<file path="config.mk">
export PLATFORM = sky130hd
export DESIGN_NAME = wb_rr_arbiter
export DESIGN_NICKNAME = d
export VERILOG_FILES = /design/src/rtl/wb_rr_arbiter.sv
export SDC_FILE = /design/constraint.sdc
export NUM_CORES = 1
export LEC_CHECK = 0
export ABC_AREA = 1
export CORE_AREA = 2 2 168 170
export CTS_CLUSTER_DIAMETER = 50
export DETAILED_ROUTE_END_ITERATION = 7
export DIE_AREA = 0 0 170 172
export HOLD_SLACK_MARGIN = 0.06
export SLEW_MARGIN = 20
export SYNTH_ARGS = -nofsm -noshare
export SYNTH_HDL_FRONTEND = slang
export SYNTH_SLANG_ARGS = --single-unit
</file>
<file path="constraint.sdc">
create_clock -name clock -period 1.8 [get_ports clock]
set_clock_uncertainty 0.1 [all_clocks]
set_input_delay 0.45 -clock clock [delete_from_list [all_inputs] [get_ports clock]]
set_output_delay 0.45 -clock clock [all_outputs]
set_load 0.02 [all_outputs]
</file>
<file path="src/rtl/wb_rr_arbiter.sv">
// wb_rr_arbiter: round-robin arbiter that lets N Wishbone classic masters share one slave.
//
// A master is granted for a whole CYC (bus lock), so it can issue back-to-back STB beats.
// Every release is followed by one ARB_RELEASE cycle with the slave port idle. This lets the
// downstream slave FSM return to idle before the next owner starts.
//
// Optional feature (macro WB_ARB_TIMEOUT_EN): a stall counter raises a bus error. After
// TIMEOUT_CYCLES stalled beat cycles without ACK, the owner gets a one-cycle m_err_o pulse and
// loses the bus. When the macro is undefined, m_err_o is tied low and no counter is built.
//
// Ports:
//   clock, reset        system clock; synchronous active-high reset
//   m_cyc_i/m_stb_i/m_we_i   per-master Wishbone controls (N bits)
//   m_adr_i/m_dat_i/m_sel_i  per-master address/data/select, master i at [i*W +: W]
//   m_dat_o             read data broadcast to all masters (= s_dat_i)
//   m_ack_o/m_err_o     per-master ACK / bus error
//   s_*_o               single master port towards the slave
//   s_dat_i, s_ack_i    slave read data / ACK
//   grant_o             registered one-hot grant, zero when there is no owner
//   state_o             arbiter state for debug (0 idle, 1 busy, 2 release)
module wb_rr_arbiter #(
  parameter int unsigned N              = 4,
  parameter int unsigned AW             = 32,
  parameter int unsigned DW             = 32,
  parameter int unsigned TIMEOUT_CYCLES = 255
) (
  input  logic                 clock,
  input  logic                 reset,
  input  logic [N-1:0]         m_cyc_i,
  input  logic [N-1:0]         m_stb_i,
  input  logic [N-1:0]         m_we_i,
  input  logic [N*AW-1:0]      m_adr_i,
  input  logic [N*DW-1:0]      m_dat_i,
  input  logic [N*(DW/8)-1:0]  m_sel_i,
  output logic [DW-1:0]        m_dat_o,
  output logic [N-1:0]         m_ack_o,
  output logic [N-1:0]         m_err_o,
  output logic                 s_cyc_o,
  output logic                 s_stb_o,
  output logic                 s_we_o,
  output logic [AW-1:0]        s_adr_o,
  output logic [DW-1:0]        s_dat_o,
  output logic [(DW/8)-1:0]    s_sel_o,
  input  logic [DW-1:0]        s_dat_i,
  input  logic                 s_ack_i,
  output logic [N-1:0]         grant_o,
  output logic [1:0]           state_o
);

  localparam int unsigned SW = DW / 8;
  localparam int unsigned PW = (N > 1) ? $clog2(N) : 1;

  typedef enum logic [1:0] {
    ArbIdle    = 2'd0,
    ArbBusy    = 2'd1,
    ArbRelease = 2'd2
  } arb_state_e;

  arb_state_e    state_q, state_d;
  logic [N-1:0]  grant_q, grant_d;
  logic [PW-1:0] ptr_q, ptr_d;
  logic [PW-1:0] owner_q, owner_d;
  logic [PW-1:0] owner_next;
  logic [PW-1:0] scan_idx;
  logic [PW-1:0] pick_idx;
  logic          pick_found;
  logic          timeout_hit;
  logic          busy;

  assign busy    = (state_q == ArbBusy);
  assign grant_o = grant_q;
  assign state_o = state_q;
  assign m_dat_o = s_dat_i;

  assign owner_next = (owner_q == PW'(N - 1)) ? '0 : owner_q + 1'b1;

  // First requester found scanning ptr, ptr+1, ... modulo N.
  always_comb begin
    pick_found = 1'b0;
    pick_idx   = '0;
    scan_idx   = '0;
    for (int k = 0; k < int'(N); k++) begin
      scan_idx = PW'((int'(ptr_q) + k) % int'(N));
      if (!pick_found && m_cyc_i[scan_idx]) begin
        pick_found = 1'b1;
        pick_idx   = scan_idx;
      end
    end
  end

  always_comb begin
    state_d = state_q;
    grant_d = grant_q;
    ptr_d   = ptr_q;
    owner_d = owner_q;
    case (state_q)
      ArbIdle: begin
        if (pick_found) begin
          state_d           = ArbBusy;
          grant_d           = '0;
          grant_d[pick_idx] = 1'b1;
          owner_d           = pick_idx;
        end
      end
      ArbBusy: begin
        // Owner is never preempted by other requests; only its own CYC drop or a timeout ends it.
        if (!m_cyc_i[owner_q] || timeout_hit) begin
          state_d = ArbRelease;
          grant_d = '0;
          ptr_d   = owner_next;
        end
      end
      ArbRelease: begin
        state_d = ArbIdle;
      end
      default: begin
        state_d = ArbIdle;
        grant_d = '0;
      end
    endcase
  end

  always_ff @(posedge clock) begin
    if (reset) begin
      state_q <= ArbIdle;
      grant_q <= '0;
      ptr_q   <= '0;
      owner_q <= '0;
    end else begin
      state_q <= state_d;
      grant_q <= grant_d;
      ptr_q   <= ptr_d;
      owner_q <= owner_d;
    end
  end

  // Slave port mux. Reset gates the handshake outputs so a reset cycle never emits ACK or CYC.
  always_comb begin
    s_cyc_o = 1'b0;
    s_stb_o = 1'b0;
    s_we_o  = 1'b0;
    s_adr_o = '0;
    s_dat_o = '0;
    s_sel_o = '0;
    m_ack_o = '0;
    if (busy) begin
      s_we_o  = m_we_i[owner_q];
      s_adr_o = m_adr_i[owner_q*AW +: AW];
      s_dat_o = m_dat_i[owner_q*DW +: DW];
      s_sel_o = m_sel_i[owner_q*SW +: SW];
      if (!reset) begin
        s_cyc_o          = m_cyc_i[owner_q] & ~timeout_hit;
        s_stb_o          = m_cyc_i[owner_q] & m_stb_i[owner_q] & ~timeout_hit;
        // A spurious ACK with no beat in flight is dropped here.
        m_ack_o[owner_q] = s_ack_i & s_stb_o;
      end
    end
  end

`ifdef WB_ARB_TIMEOUT_EN
  localparam int unsigned CntW = $clog2(TIMEOUT_CYCLES + 1);

  logic [CntW-1:0] tmo_cnt_q;

  assign timeout_hit = busy && (tmo_cnt_q == CntW'(TIMEOUT_CYCLES));
  assign m_err_o     = (timeout_hit && !reset) ? grant_q : '0;

  // Counts stalled beat cycles; cleared on a real ACK and whenever the bus is not held next cycle.
  always_ff @(posedge clock) begin
    if (reset || (state_d != ArbBusy) || (s_stb_o && s_ack_i)) begin
      tmo_cnt_q <= '0;
    end else if (s_stb_o && !s_ack_i) begin
      tmo_cnt_q <= tmo_cnt_q + 1'b1;
    end
  end
`else
  logic unused_timeout_cfg;

  assign timeout_hit        = 1'b0;
  assign m_err_o            = '0;
  assign unused_timeout_cfg = (TIMEOUT_CYCLES != 0);
`endif

endmodule

</file>
After elaboration in Yosys (flattened, before gate mapping). Cells that the tools add are included.

Bits in registers: 10. Bits of input ports: 319. Output and inout port bits: 117. Logic and storage cells: 85.

Add/sub/neg operators: 4. $lt $le $gt $ge: 8. Eq/ne operators: 5. Shifts and indexed selects: 3. Muxes and demuxes: 43. Bitwise operators: 5. Reduce and logical (&&, ||, !) cells: 13.

Operator list (count): indexed part select 128 x 8 -> 32 bit (2); two-way mux 32 bit (2); two-way mux 4 bit (5); < comparator 2 x 3 -> 1 bit, second input constant (6); two-way mux 1 bit (18); indexed part select 16 x 5 -> 4 bit (1); binary-select mux 1 bit (select 2 bit) (7); two-way mux 2 bit (7); one-hot mux 4 bit (3 select lines) (1); AND reduction 2 bit (3); logical AND 1 bit (5); adder 2 x 1 -> 2 bit, second input constant (2); adder 2 bit, second input constant (2); bitwise AND 4 bit (1); demux 1 bit (select 2 bit) (2); == test 2 bit, second input constant (2); >= comparator 2 x 1 -> 1 bit, second input constant (2); != test 2 bit, second input constant (2); one-hot mux 2 bit (2 select lines) (1); logical NOT 1 bit (3); AND reduction 3 bit (1); bitwise AND 1 bit (2); == test 2 x 1 -> 1 bit, second input constant (1); logical NOT 2 bit (1); inverter 1 bit (2).

Logic depth before layout (Yosys ltp). Gate-level depths: netlist of run 1.

Word-level depth: 18. Depth in mapped cells: 12.

Worst setup path after synthesis of run 1. Ideal clock, no wire load.

Path kind: register to output. Start point: register owner_q[0]. End point: output m_ack_o[0]. Arrival: 1.657 ns. Slack: -0.407 ns. Cell stages (with the launch flop): 8. Path through: dfxtp_1 -> inv_2 -> clkbuf_1 -> nand2_1 -> a32o_1 -> nor2_1 -> nand2_1 -> nor3b_1.

Longest elaborated chain between the ends: 7. Elaborated cells on any way between the ends: 14.

Ends and longest elaborated chain: start: declaration (RTL line 62) `logic [PW-1:0] owner_q, owner_d;`; start signal: assignment (RTL line 133) `owner_q <= owner_d;`; < comparator 2 x 3 -> 1 bit (not written as such) (tied with other cells) (RTL line 155) `m_ack_o[owner_q] = s_ack_i & s_stb_o;`; logical AND 1 bit (not written as such) / two-way mux 1 bit (equally long branches) (RTL line 155, 153); two-way mux 1 bit (not written as such) / bitwise AND 1 bit (equally long branches) (RTL line 155, 153); demux 1 bit (select 2 bit) / bitwise AND 1 bit (equally long branches) (RTL line 155); bitwise AND 4 bit (no source line) (*); two-way mux 4 bit (*) (RTL line 151) `if (!reset) begin`; two-way mux 4 bit (*) (RTL line 146) `if (busy) begin`; end: declaration (RTL line 36) `output logic [N-1:0] m_ack_o,`.

Mark *: on every way between the ends. The rest lies on a longest branch, timed or not. The select of a mux whose other input is x is not followed.

Final worst setup path of run 1.
Start point: register owner_q[0]. End point: output m_ack_o[2].

Same word-level chain as after synthesis.

==> results of run 1 <==
## layer usage
layer | global-route usage | vias up
li1 | - | 3131
met1 | 0.185 | 2953
met2 | 0.244 | 267
met3 | 0.0272 | 27
met4 | 0.0212 | 2
met5 | 0 | -
## cell families after synthesis
family | after synthesis | synth area share
buffers and inverters | 111 | 0.163
other | 1 | 0.00106
AO/OA/AOI/OAI | 231 | 0.337
flip-flops | 10 | 0.0564
AND/OR/NAND/NOR | 363 | 0.429
adder cells (fa/ha/maj) | 4 | 0.0141
## power breakdown
group          leakage [nW]  internal, mW  switching [mW]
clock network        0.0442         0.335           0.112
registers            0.0844         0.311          0.0935
logic                  3.91          5.36            5.98
total                  4.04          6.00            6.18
## worst min-delay path: cells and delay by family (launching register included)
family          cells  cell delay, ns
flops               1            0.31
simple gates        1            0.07
compound gates      1            0.05
## path summary, 6_finish.rpt
kind | to | slack, ns | cells past startpoint
worst min-delay path | grant_o[3] | 0.37 | 2
worst min register to register | grant_o[3] | 0.37 | 2
worst max-delay path | m_ack_o[2] | -0.49 | 8
worst max register to register | grant_o[2] | -0.02 | 13
## sequential cells by signal, indices dropped and copies added (netlist names)
register / cells
grant_o: 4
owner_q: 2
ptr_q: 2
state_o: 2
## repair_timing
action | CTS | global route
endpoints found under the setup margin | 85 | 85
endpoints found under the hold margin | 0 | 0
setup buffers | 18 | 25
gates cloned | 4 | 20
gates resized for setup | 446 | 408
pin swaps | 17 | 102
## cells in the final DEF, fill, tap and decap left out, drive strengths merged
cell / instances
nand3b: 3
dfxtp: 10
and2: 1
inv: 19
nand4: 2
conb: 4
a21oi: 82
buf: 182
o21ai: 146
nor2: 285
dlygate4sd2: 10
dlymetal6s2s: 4
clkdlybuf4s50: 278
clkbuf: 17
a32o: 1
nor3: 2
clkinv: 1
ha: 4
nand3: 10
a31oi: 1
nor3b: 3
nand2: 57
o211ai: 1
## cell type report
| cell class | count | area, sq um |
|---|---|---|
| fill | 2817 | 17300 |
| timing repair buffer | 487 | 5380 |
| multi-input combinational | 602 | 3930 |
| tap | 346 | 433 |
| sequential | 10 | 211 |
| inverter | 20 | 100 |
| clock buffer | 4 | 88.8 |
## per-stage QoR
step	area, sq um	setup slack, ns	setup TNS, ns	util
after global placement	8050	-1.22	-54.78	0.293
after global routing	10100	-0.544	-33.67	0.369
after CTS	8420	-0.523	-28.06	0.307
after floorplan	3970	-0.164	-0.853	-
final	10100	-0.488	-29.01	0.369
after detailed placement	8050	-1.20	-54.96	0.293
==> results.json, run 1 <==
{
  "ys_async_sr_fraction": 0,
  "cts_tree": "built",
  "grt_pass1_wl_um": 32100,
  "yosysWarnings": 0,
  "ys_seq_elements": 10,
  "num_rows": 61,
  "crit_top_cell": "buf_6",
  "wire_per_inst_um": 18.0,
  "fp.dieW_um": 170,
  "fin_nets": 1447,
  "path_buf_inv": 3,
  "setup_viol": 78,
  "clock_latency_ns": 0.24,
  "dp_cells": 1403,
  "first_pass_iters": 6,
  "cts.sinks": 10,
  "drtIter0Drc": 229,
  "synthTopCellsByCount": "nor2_1 (283), o21ai_0 (142), a21oi_1 (78)",
  "synth_top_area_frac": 0.299,
  "met2_length_um": 12800,
  "failed_checks": "negative setup slack",
  "holdWs_ns": 0.374,
  "critPathLaunchType": "flip-flop",
  "layout-drive-gt1-share": 0.419,
  "p_leak_nw": 4.04,
  "avgViaCountPerCell": 4.34,
  "synth.distinct_cells": 32,
  "cts-htree-levels": 1,
  "cts_buffers": 3,
  "cpPeakStageDelay_ns": 0.36,
  "hold_viol": 0,
  "finalPower_mw": 12.2,
  "critPathArrivalTime_ns": 1.74,
  "crit_path_start": "owner_q[0]",
  "first_global_vias": 5675,
  "r2r-start": "owner_q[0]",
  "min_from": "grant_o[3]",
  "antenna_found_initial": 1,
  "fmax_ghz": 0.437,
  "met1_length_um": 11200,
  "avgSynthCellArea_sq_um": 4.93,
  "synthCells": 720,
  "top_layer_used": "met5",
  "track_usage": 0.141,
  "dieHeight_um": 172,
  "finalCritPeriodShare": 1.27,
  "drc_errors": 0,
  "worstSetupPathType": "reg -> out",
  "place.gp.congestion": 0.825,
  "clk_path_buf_depth": 2,
  "instances_no_fill": 1469,
  "cpMaxStageDelayCell": "dfxtp_4",
  "setup_ws_ns": -0.488,
  "route.met3.wl_um": 2050,
  "yosysSeqAreaShare": 0.0564,
  "dp_hpwl_um": 17100,
  "wl_um": 26400,
  "overflow": 0,
  "peakVddDrop_uv": 690,
  "drv_cap": 0,
  "vias": 6380,
  "syn_area_sq_um": 3550,
  "start_util": 0.129,
  "p_per_area_nw_per_um2": 1200,
  "crit_required_ns": 1.25,
  "status": "complete, but fails checks",
  "antennaDiodeCount": 0,
  "cts_hold_buf": 0,
  "synth_edf_count": 0,
  "cts-root-buf": "clkbuf_16",
  "yosys_most_used_dff": "dfxtp_1",
  "ys_top_cells_by_area": "nor2_1 (30%), o21ai_0 (20%), a21oi_1 (11%)",
  "ios": 436,
  "fp.dieArea_sq_um": 29200,
  "finalCriticalPeriod_ns": 2.29,
  "slew_viol_final": 0,
  "area_delta_synth_final_pct": 186,
  "coreArea_sq_um": 27500,
  "path_delay_family": "simple AND/OR/NAND/NOR gates",
  "port_buffers": 367,
  "yosysTopAreaCell": "nor2_1",
  "ant_nets": 0,
  "hold_path_class": "reg -> reg",
  "cp-end-kind": "output port",
  "rsz0062_at_grt": "true",
  "grt_max_degree": 70,
  "yosysMostFrequentCell": "nor2_1",
  "path_clk_slew_ns": 0.04,
  "crit_chain": "buf_6, buf_6, nand2_2, a32o_2, nor2_4, nand2_4, nor3b_4, buf_6",
  "cp_max_fo": 4
}
(Power assumes the default switching activity.)
==> inputs of run 2 (changes only) <==
- SLEW_MARGIN: 20 -> unset
==> results of run 2 <==
Final layout, timing and power as in run 1 (identical DEF).
==> inputs of run 3 (changes only) <==
- CTS_BUF_LIST: unset -> sky130_fd_sc_hd__clkbuf_4 sky130_fd_sc_hd__clkbuf_8
==> run 3 against run 2 <==
  * The flow still finishes with violations (negative setup slack)
  * Setup slack better by 0.0068 ns
  * Clock-buffer cell count is the same
  * Worst hold slack about the same
  * Sequential power about the same
  * Routed wire length about the same
  * First-iteration DRC count up 10%
  * Combinational power about the same
  * Flip-flop and latch count unchanged
  * Cell area down 0.30%
  * Global-route usage up 1.2 points
==> results.json, run 3 (synthesis results as in run 1) <==
{
  "first_pass_iters": 4,
  "layout-drive-gt1-share": 0.427,
  "peakVddDrop_uv": 735,
  "setup_ws_ns": -0.481,
  "worstSetupPathType": "reg -> out",
  "ant_nets": 0,
  "antenna_found_initial": 2,
  "p_per_area_nw_per_um2": 1200,
  "failed_checks": "negative setup slack",
  "hold_path_class": "reg -> reg",
  "avgViaCountPerCell": 4.35,
  "r2r_cells": 11,
  "cts_buffers": 3,
  "start_util": 0.129,
  "top_layer_used": "met5",
  "p_leak_nw": 4.02,
  "grt_max_degree": 37,
  "place.gp.congestion": 0.825,
  "fp.dieArea_sq_um": 29200,
  "final_util": 0.368,
  "cts_tree": "built",
  "cts-htree-levels": 1,
  "drv_cap": 0,
  "cts-root-buf": "clkbuf_8",
  "largest_reg_flops": 4,
  "finalCritPeriodShare": 1.27,
  "track_usage": 0.153,
  "whs_path_depth": 2,
  "critPathLaunchType": "flip-flop",
  "fillers": 2823,
  "final_common_cell": "clkdlybuf4s50_1",
  "cts_hold_buf": 0,
  "met2_length_um": 12600,
  "layout_common_cells": "clkdlybuf4s50_1 (276), nor2_1 (176), o21ai_1 (87), a21oi_2 (71), buf_4 (71)",
  "crit_required_ns": 1.25,
  "finalCriticalPeriod_ns": 2.28,
  "cts.sinks": 10,
  "area_delta_synth_final_pct": 185,
  "clock_latency_ns": 0.25,
  "status": "complete, but fails checks",
  "dp_cells": 1403,
  "clk_path_buf_depth": 2,
  "critPathArrivalTime_ns": 1.73,
  "fin_nets": 1445,
  "hold_viol": 0,
  "antennaDiodeCount": 0,
  "cp_max_fo": 4,
  "num_rows": 61,
  "slew_viol_final": 0,
  "wire_per_inst_um": 18.0,
  "dp_slack_ns": -1.20,
  "dp_hpwl_um": 17100,
  "cp-end-kind": "output port",
  "fmax_ghz": 0.438,
  "drtIter0Drc": 253,
  "instances_no_fill": 1467,
  "vias": 6380,
  "overflow": 0,
  "dieHeight_um": 172,
  "grt_pass1_wl_um": 34400,
  "ios": 436,
  "path_clk_slew_ns": 0.05,
  "coreArea_sq_um": 27500,
  "multi_input_area_sq_um": 3910,
  "rsz0062_at_grt": "true",
  "first_global_vias": 5899,
  "port_buffers": 367,
  "register_area_sq_um": 211,
  "setup_viol": 75,
  "met1_length_um": 11400,
  "fp.dieW_um": 170,
  "setup-tns-final_ns": -28.79,
  "route.met3.wl_um": 2090,
  "drc_errors": 0,
  "wl_um": 26400
}
run 3: cell count changes in the layout (fill, tap and decap cells not counted), moves of 3 or more:
cell | previous run | this run
o21ai_2 | 52 | 40
nor2_4 | 37 | 46
o21ai_4 | 17 | 11
nand2_1 | 33 | 30
nor2_2 | 46 | 62
buf_16 | 7 | 10
buf_8 | 6 | 14
nor2_1 | 201 | 176
clkbuf_16 | 16 | 10
clkbuf_8 | 1 | 4
buf_6 | 75 | 65
o21ai_1 | 70 | 87
nand2_2 | 12 | 17
run 3: worst paths after layout:
| path | from | to | slack [ns] |
|---|---|---|---|
| max | owner_q[0] | m_ack_o[2] | -0.48 |
| min reg2reg | grant_o[3] | grant_o[3] | 0.37 |
| min | grant_o[3] | grant_o[3] | 0.37 |
| max reg2reg | owner_q[0] | ptr_q[1] | 0.01 |
run 3: power by group:
part | switching (mW) | internal [mW] | total (mW)
clock network | 0.0956 | 0.193 | 0.289
registers | 0.0959 | 0.310 | 0.406
logic | 5.98 | 5.41 | 11.4
run 3: critical path, stage by stage (launching register included):
cell,delay [ns]
dfxtp_4,0.37
buf_6,0.12
buf_6,0.11
nand2_1,0.05
a32o_2,0.26
nor2_4,0.13
nand2_4,0.10
nor3b_4,0.21
buf_6,0.14
run 3: timing repair:
action,in CTS,in global routing
gates resized for setup,645,224
endpoints found under the hold margin,0,0
setup buffers,31,12
cloned,13,12
pin swaps,61,90
endpoints found under the setup margin,84,89
run 3: area by class of cell:
| type | instances | area share |
|---|---|---|
| Tap cell | 346 | 0.0428 |
| Multi-Input combinational cell | 602 | 0.387 |
| Timing Repair Buffer | 485 | 0.534 |
| Clock buffer | 4 | 0.00545 |
| Sequential cell | 10 | 0.0209 |
| Inverter | 20 | 0.0100 |
run 3: layer usage:
metal / vias up / global-route usage
li1: 3132 / -
met1: 2948 / 0.202
met2: 269 / 0.260
met3: 27 / 0.0307
met4: 4 / 0.0268
met5: - / 0
run 3: stage by stage:
| stage | hold slack, ns | area, sq um | power, mW |
|---|---|---|---|
| floorplan | 0.447 | 3970 | 5.03 |
| global placement | 0.379 | 8050 | 8.29 |
| detailed placement | 0.367 | 8050 | 8.31 |
| CTS | 0.381 | 9210 | 10.8 |
| global route | 0.403 | 10100 | 12.8 |
| finish | 0.374 | 10100 | 12.1 |
